### config.mk
export PLATFORM = sky130hd
export DESIGN_NAME = stopwatch_bcd
export DESIGN_NICKNAME = d
export VERILOG_FILES = /design/src/rtl/stopwatch_pkg.sv /design/src/rtl/bcd_digit_ctr.sv /design/src/rtl/stopwatch_bcd.sv
export SDC_FILE = /design/constraint.sdc
export NUM_CORES = 1
export LEC_CHECK = 0
export ABC_AREA = 1
export BUFFER_PORTS_ARGS = -buffer_cell sky130_fd_sc_hd__buf_2
export CAP_MARGIN = 0
export CORE_ASPECT_RATIO = 1.1
export CORE_UTILIZATION = 37
export DETAILED_ROUTE_END_ITERATION = 8
export PLACE_DENSITY = 0.6
export SKIP_LAST_GASP = 1
export SYNTH_ARGS = -nofsm -noshare
export SYNTH_HDL_FRONTEND = slang
export SYNTH_SLANG_ARGS = --single-unit
### constraint.sdc
create_clock -name clk -period 3 [get_ports clk]
set_input_delay 0.45 -clock clk [delete_from_list [all_inputs] [get_ports clk]]
set_output_delay 0.45 -clock clk [all_outputs]
set_load 0.02 [all_outputs]
### src/rtl/stopwatch_pkg.sv
// Shared types and digit limits for the BCD stopwatch.
package stopwatch_pkg;

  typedef enum logic [1:0] {SW_IDLE, SW_RUN, SW_PAUSE} sw_state_t;

  typedef logic [3:0] bcd_t;

  localparam bcd_t BCD_NINE = 4'd9;
  localparam bcd_t BCD_FIVE = 4'd5;

endpackage

### src/rtl/bcd_digit_ctr.sv
// Single BCD digit counting 0..MAX on inc, rolling to 0 with a carry out.
module bcd_digit_ctr
  import stopwatch_pkg::*;
#(
  parameter int unsigned MAX = 9
) (
  input  logic clk,
  input  logic rst,
  input  logic clr,
  input  logic inc,
  output bcd_t q,
  output logic carry
);

  localparam bcd_t MaxDigit = bcd_t'(MAX);

  bcd_t q_q, q_d;

  always_comb begin
    q_d = q_q;
    if (clr) begin
      q_d = '0;
    end else if (inc) begin
      q_d = (q_q == MaxDigit) ? '0 : q_q + 4'd1;
    end
  end

  always_ff @(posedge clk or posedge rst) begin
    if (rst) begin
      q_q <= '0;
    end else begin
      q_q <= q_d;
    end
  end

  assign q     = q_q;
  assign carry = inc & (q_q == MaxDigit);

endmodule

### src/rtl/stopwatch_bcd.sv
// BCD mm:ss.mmm stopwatch counting rising edges of a 1 ms square wave.
// Optional lap freeze of the displayed value when STOPWATCH_LAP_EN is defined.
module stopwatch_bcd
  import stopwatch_pkg::*;
#(
  parameter int unsigned MIN_MAX = 59,
  parameter bit          WRAP    = 1'b0
) (
  input  logic        clk,
  input  logic        rst,
  input  logic        tick_in,
  input  logic        start_stop,
  input  logic        clear,
`ifdef STOPWATCH_LAP_EN
  input  logic        lap,
  output logic        lap_active,
`endif
  output logic        div_clr,
  output logic        running,
  output logic [11:0] ms_bcd,
  output logic [7:0]  sec_bcd,
  output logic [7:0]  min_bcd,
  output logic        ovf
);

  localparam bcd_t MinTens  = bcd_t'(MIN_MAX / 10);
  localparam bcd_t MinUnits = bcd_t'(MIN_MAX % 10);

  sw_state_t state_q, state_d;
  logic      tick_prev_q;
  logic      ovf_q, ovf_d;

  logic tick_rise, cnt_en, at_term, min_at_max, wrap_evt;
  logic inc_ms0, inc_min0, clr_min;
  logic c_ms0, c_ms1, c_ms2, c_sec0, c_sec1, c_min0, min1_carry_unused;
  bcd_t ms0, ms1, ms2, sec0, sec1, min0, min1;
  logic [27:0] live, disp;

  assign tick_rise  = tick_in & ~tick_prev_q;
  assign cnt_en     = (state_q == SW_RUN) & tick_rise & ~clear;
  assign min_at_max = (min1 == MinTens) & (min0 == MinUnits);
  assign at_term    = min_at_max & (sec1 == BCD_FIVE) & (sec0 == BCD_NINE) &
                      (ms2 == BCD_NINE) & (ms1 == BCD_NINE) & (ms0 == BCD_NINE);

  // Saturating build stops the whole chain at the terminal value.
  assign inc_ms0  = cnt_en & (WRAP | ~at_term);
  assign wrap_evt = c_sec1 & min_at_max;
  assign inc_min0 = c_sec1 & ~min_at_max;
  assign clr_min  = clear | wrap_evt;

  always_comb begin
    state_d = state_q;
    if (clear) begin
      state_d = SW_IDLE;
    end else if (start_stop) begin
      case (state_q)
        SW_IDLE:  state_d = SW_RUN;
        SW_RUN:   state_d = SW_PAUSE;
        SW_PAUSE: state_d = SW_RUN;
        default:  state_d = SW_IDLE;
      endcase
    end
  end

  always_comb begin
    ovf_d = ovf_q;
    if (clear) begin
      ovf_d = 1'b0;
    end else if (WRAP) begin
      ovf_d = wrap_evt;
    end else if (cnt_en & at_term) begin
      ovf_d = 1'b1;
    end
  end

  always_ff @(posedge clk or posedge rst) begin
    if (rst) begin
      state_q     <= SW_IDLE;
      tick_prev_q <= 1'b0;
      ovf_q       <= 1'b0;
    end else begin
      state_q     <= state_d;
      tick_prev_q <= tick_in;
      ovf_q       <= ovf_d;
    end
  end

  bcd_digit_ctr #(.MAX(9)) u_ms0 (
    .clk(clk), .rst(rst), .clr(clear), .inc(inc_ms0), .q(ms0), .carry(c_ms0)
  );
  bcd_digit_ctr #(.MAX(9)) u_ms1 (
    .clk(clk), .rst(rst), .clr(clear), .inc(c_ms0), .q(ms1), .carry(c_ms1)
  );
  bcd_digit_ctr #(.MAX(9)) u_ms2 (
    .clk(clk), .rst(rst), .clr(clear), .inc(c_ms1), .q(ms2), .carry(c_ms2)
  );
  bcd_digit_ctr #(.MAX(9)) u_sec0 (
    .clk(clk), .rst(rst), .clr(clear), .inc(c_ms2), .q(sec0), .carry(c_sec0)
  );
  bcd_digit_ctr #(.MAX(5)) u_sec1 (
    .clk(clk), .rst(rst), .clr(clear), .inc(c_sec0), .q(sec1), .carry(c_sec1)
  );
  // Minutes never pass MIN_MAX: increment is gated and wrap clears both digits.
  bcd_digit_ctr #(.MAX(9)) u_min0 (
    .clk(clk), .rst(rst), .clr(clr_min), .inc(inc_min0), .q(min0), .carry(c_min0)
  );
  bcd_digit_ctr #(.MAX(9)) u_min1 (
    .clk(clk), .rst(rst), .clr(clr_min), .inc(c_min0), .q(min1), .carry(min1_carry_unused)
  );

  assign live = {min1, min0, sec1, sec0, ms2, ms1, ms0};

`ifdef STOPWATCH_LAP_EN
  logic        lap_q, lap_d;
  logic [27:0] frz_q, frz_d;

  always_comb begin
    lap_d = lap_q;
    frz_d = frz_q;
    if (clear) begin
      lap_d = 1'b0;
    end else if (state_q == SW_RUN) begin
      if (start_stop) begin
        lap_d = 1'b0;
      end else if (lap) begin
        lap_d = ~lap_q;
        if (!lap_q) frz_d = live;
      end
    end
  end

  always_ff @(posedge clk or posedge rst) begin
    if (rst) begin
      lap_q <= 1'b0;
      frz_q <= '0;
    end else begin
      lap_q <= lap_d;
      frz_q <= frz_d;
    end
  end

  assign disp       = lap_q ? frz_q : live;
  assign lap_active = lap_q;
`else
  assign disp = live;
`endif

  assign min_bcd = disp[27:20];
  assign sec_bcd = disp[19:12];
  assign ms_bcd  = disp[11:0];
  assign div_clr = (state_q != SW_RUN);
  assign running = (state_q == SW_RUN);
  assign ovf     = ovf_q;

endmodule

==> results.md <==
- Hold Crit Class: in2async
- Cts hold-fix bufs: 0
- Initial antenna violation count: 0
- Area Growth Syn to Fin: 16.4%
- Leakage: 0.00123 uW
- Clock Path Buffers: 2
- Setup TNS: 0 ns
- Final Net Count: 317
- Grt total ovfl: 0
- Area contributors post-synth: dfrtp_1, nand2_1, nand3_1
- Starting DRC count in detailed routing: 82
- Syn Nets: 279
- CP Max Fanout: 12
- Die Y: 79.9 microns
- Layout Skew: 0.00244 ns
- Port Buf Inserts: 35
- Synth warn: 0
- Max-slew headroom: 53.1%
- Max Clk Rate: 556 MHz
- Clk sinks: 32
- Post-Syn Area: 0.00204 sq mm
- # setup viols final: 0
- CP startpoint kind: flop
- Setup CP Type: reg2reg
- Num rows: 28
- Initial Util: 38.1%
- Synthesized flop and latch total: 32
- Vias per std cell: 4.64
- DRC viols: 0
- Largest net degree at the start of global routing: 21
- GRT Util Overall: 15.6%
- Routed WL: 4110 microns
- Max Cap Violations: 0
- Post-synth top area share: 39.2%
- Clock buffer count from CTS: 5
- Post-detail-place hpwl: 3120 microns
- Filler cells: 558
- CP Capture Type: flop
- Diode count: 0
- Global-route wire length before repair: 6940 microns
- CTS root buf: clkbuf_8
- H-tree depth: 2
- Peak VDD IR: 0.000195 V
- Final hold violation count: 0
- Routability congestion estimate: 0.739
- CP startpoint: u_ms0.q[1]
- Pre-Repair DR Iteration Count: 4
- RR Endpoint: u_min1.q[2]
- CTS resizes: 0
- RSZ-0062 raised after global routing: no
- Netlist cell types: 29
- Fin crit period: 1.80 ns
- Finished Cell Area: 0.00238 sq mm
- Final Max Slew Viols: 0
- Reg-to-reg startpoint: u_ms0.q[1]
- Io pins: 36
- Syn Area/Cell: 7.79 sq um
- Cell Pwr Density: 419 mW/mm^2
- R2R cell count: 11
- Share of cells above drive strength 1: 19.6%
- CP required: 3.17 ns
- Actual slew at the worst max-slew pin: 0.703 ns
- Setup crit end: u_min1.q[2]
- Avg WL per Cell: 10.9 microns
- Seq/Total Area, Yosys: 39.2%
- Mapped Cells: 262
- Post-synth top area cell: dfrtp_1
- Number of global-route vias before repair: 1,537
- Placed cell areas: 0.00229 sq mm
- DRT antenna net count: 0
- CP Data Arrival Time: 1.97 ns
- Clk_lat worst skew: 0.28 ns
- Outcome: finished, final reports clean
- Die Area: 0.00582 sq mm
- CTS tree: done
- Final period util: 60.0%
- Total number of vias: 1,743
- Core ar.: 0.00536 sq mm
- Postcts setup bufs: 0
- R2R Setup Slk: 1.20 ns
- Clock Pin Slew Worst Setup and Hold Paths: 0.06 ns
- Die Wd: 72.8 microns
[power breakdown]
| part | internal [uW] | switching (uW) | leakage, uW |
|---|---|---|---|
| sequential | 456 | 35.0 | 0.000434 |
| clock | 187 | 153 | 0.0000455 |
| combinational | 55.6 | 109 | 0.000755 |
| total | 698 | 297 | 0.00123 |
[layer usage]
metal,wire (microns),GRT usage (%)
met1,1950,20.8
met2,1940,24.5
met3,166,3.79
met4,51,5.29
met5,0,0
[state kept, by name (all words and copies together) (netlist names)]
name         flops
u_ms0.q          4
u_min1.q         4
u_sec0.q         4
tick_prev_q      1
u_ms2.q          4
u_sec1.q         4
u_ms1.q          4
ovf              1
state_q          2
u_min0.q         4
[cell usage in the layout (no fill, tap or decap)]
cell / Yosys / layout
nor2_4: 6 / 6
a21oi_1: 1 / 1
nand2_1: 63 / 63
clkinv_2: 1 / 1
or2_1: 1 / 1
nand2_4: 2 / 2
clkbuf_1: 1 / 2
ha_1: 12 / 12
a211oi_1: 2 / 2
nor2_1: 25 / 25
nand3b_1: 5 / 5
o21ai_0: 8 / 8
nand3_1: 33 / 33
nand4_1: 7 / 7
inv_2: 2 / 2
nand4_2: 1 / 1
or2_2: 1 / 1
buf_2: 1 / 35
nand2_2: 4 / 4
clkbuf_8: 0 / 6
dfrtp_1: 32 / 32
xor2_1: 9 / 9
o21ai_1: 2 / 2
buf_4: 1 / 1
xnor2_1: 3 / 3
nor3_1: 11 / 11
nor4_1: 1 / 1
inv_1: 25 / 25
[kinds of logic (layout without fill, tap and decap cells)]
kind of cell	after synthesis	count (layout)	share of synthesized area (%)
xor gates and xnor gates	12	12	5.15
and+or+nand+nor	160	160	38.1
DFF	32	32	39.2
buffers and inverters	33	72	6.74
AOI/OAI and AO/OA	13	13	3.43
adders and majority gates	12	12	7.35
[worst min path at each step]
stage               cells after the start          end     from
floorplan                               0  tick_prev_q  tick_in
global placement                        2          ovf      ovf
finish                                  2   u_ms1.q[2]      rst
detailed placement                      2          ovf      ovf
CTS                                     2   u_ms1.q[2]      rst
global route                            1  tick_prev_q  tick_in
[critical path: stages (launching register included)]
cell and delay (ns):
dfrtp_1 0.41, inv_1 0.08, ha_1 0.17, nand2_2 0.07
nor2_4 0.21, nand2_4 0.08, nor2_4 0.12, nand4_2 0.09
nand2_2 0.18, nand2_1 0.14, nand2_1 0.08, nand2_1 0.05
[through the flow]
stage	cells	setup WS, ns	util (%)	hold slack (ns)	power (uW)
floorplan	262	1.32	-	0.481	615
global placement	368	0.981	42.7	0.499	665
detailed placement	368	0.939	42.7	0.495	666
CTS	376	1.18	44.4	0.293	1010
global route	376	0.980	44.4	0.294	1060
finish	376	1.20	44.4	0.270	996
[synth_stat cells]
cell type and count:
buf_4 1, o21ai_1 2, nand3_1 33, o21ai_0 8
xnor2_1 3, a21oi_1 1, nor2_1 25, nand4_2 1
or2_1 1, clkbuf_1 1, nand2_2 4, ha_1 12
nand4_1 7, inv_1 25, clkinv_2 1, xor2_1 9
nor4_1 1, buf_2 1, dfrtp_1 32, buf_6 1
nor3_1 11, buf_1 1, nor2_4 6, nand2_1 63
a211oi_1 2, inv_2 2, nand2_4 2, nand3b_1 5
or2_2 1
[cell type report]
type                    count  area, sq um  share of cell area [%]
well taps                  75         93.8                    3.95
clock buffers               8         90.1                    3.79
multi-input cells         197         1100                    46.4
repair buffers             36          183                    7.68
flip-flops and latches     32          801                    33.7
inverters                  28          106                    4.47
Note: power is estimated with default switching activity, not from simulation.
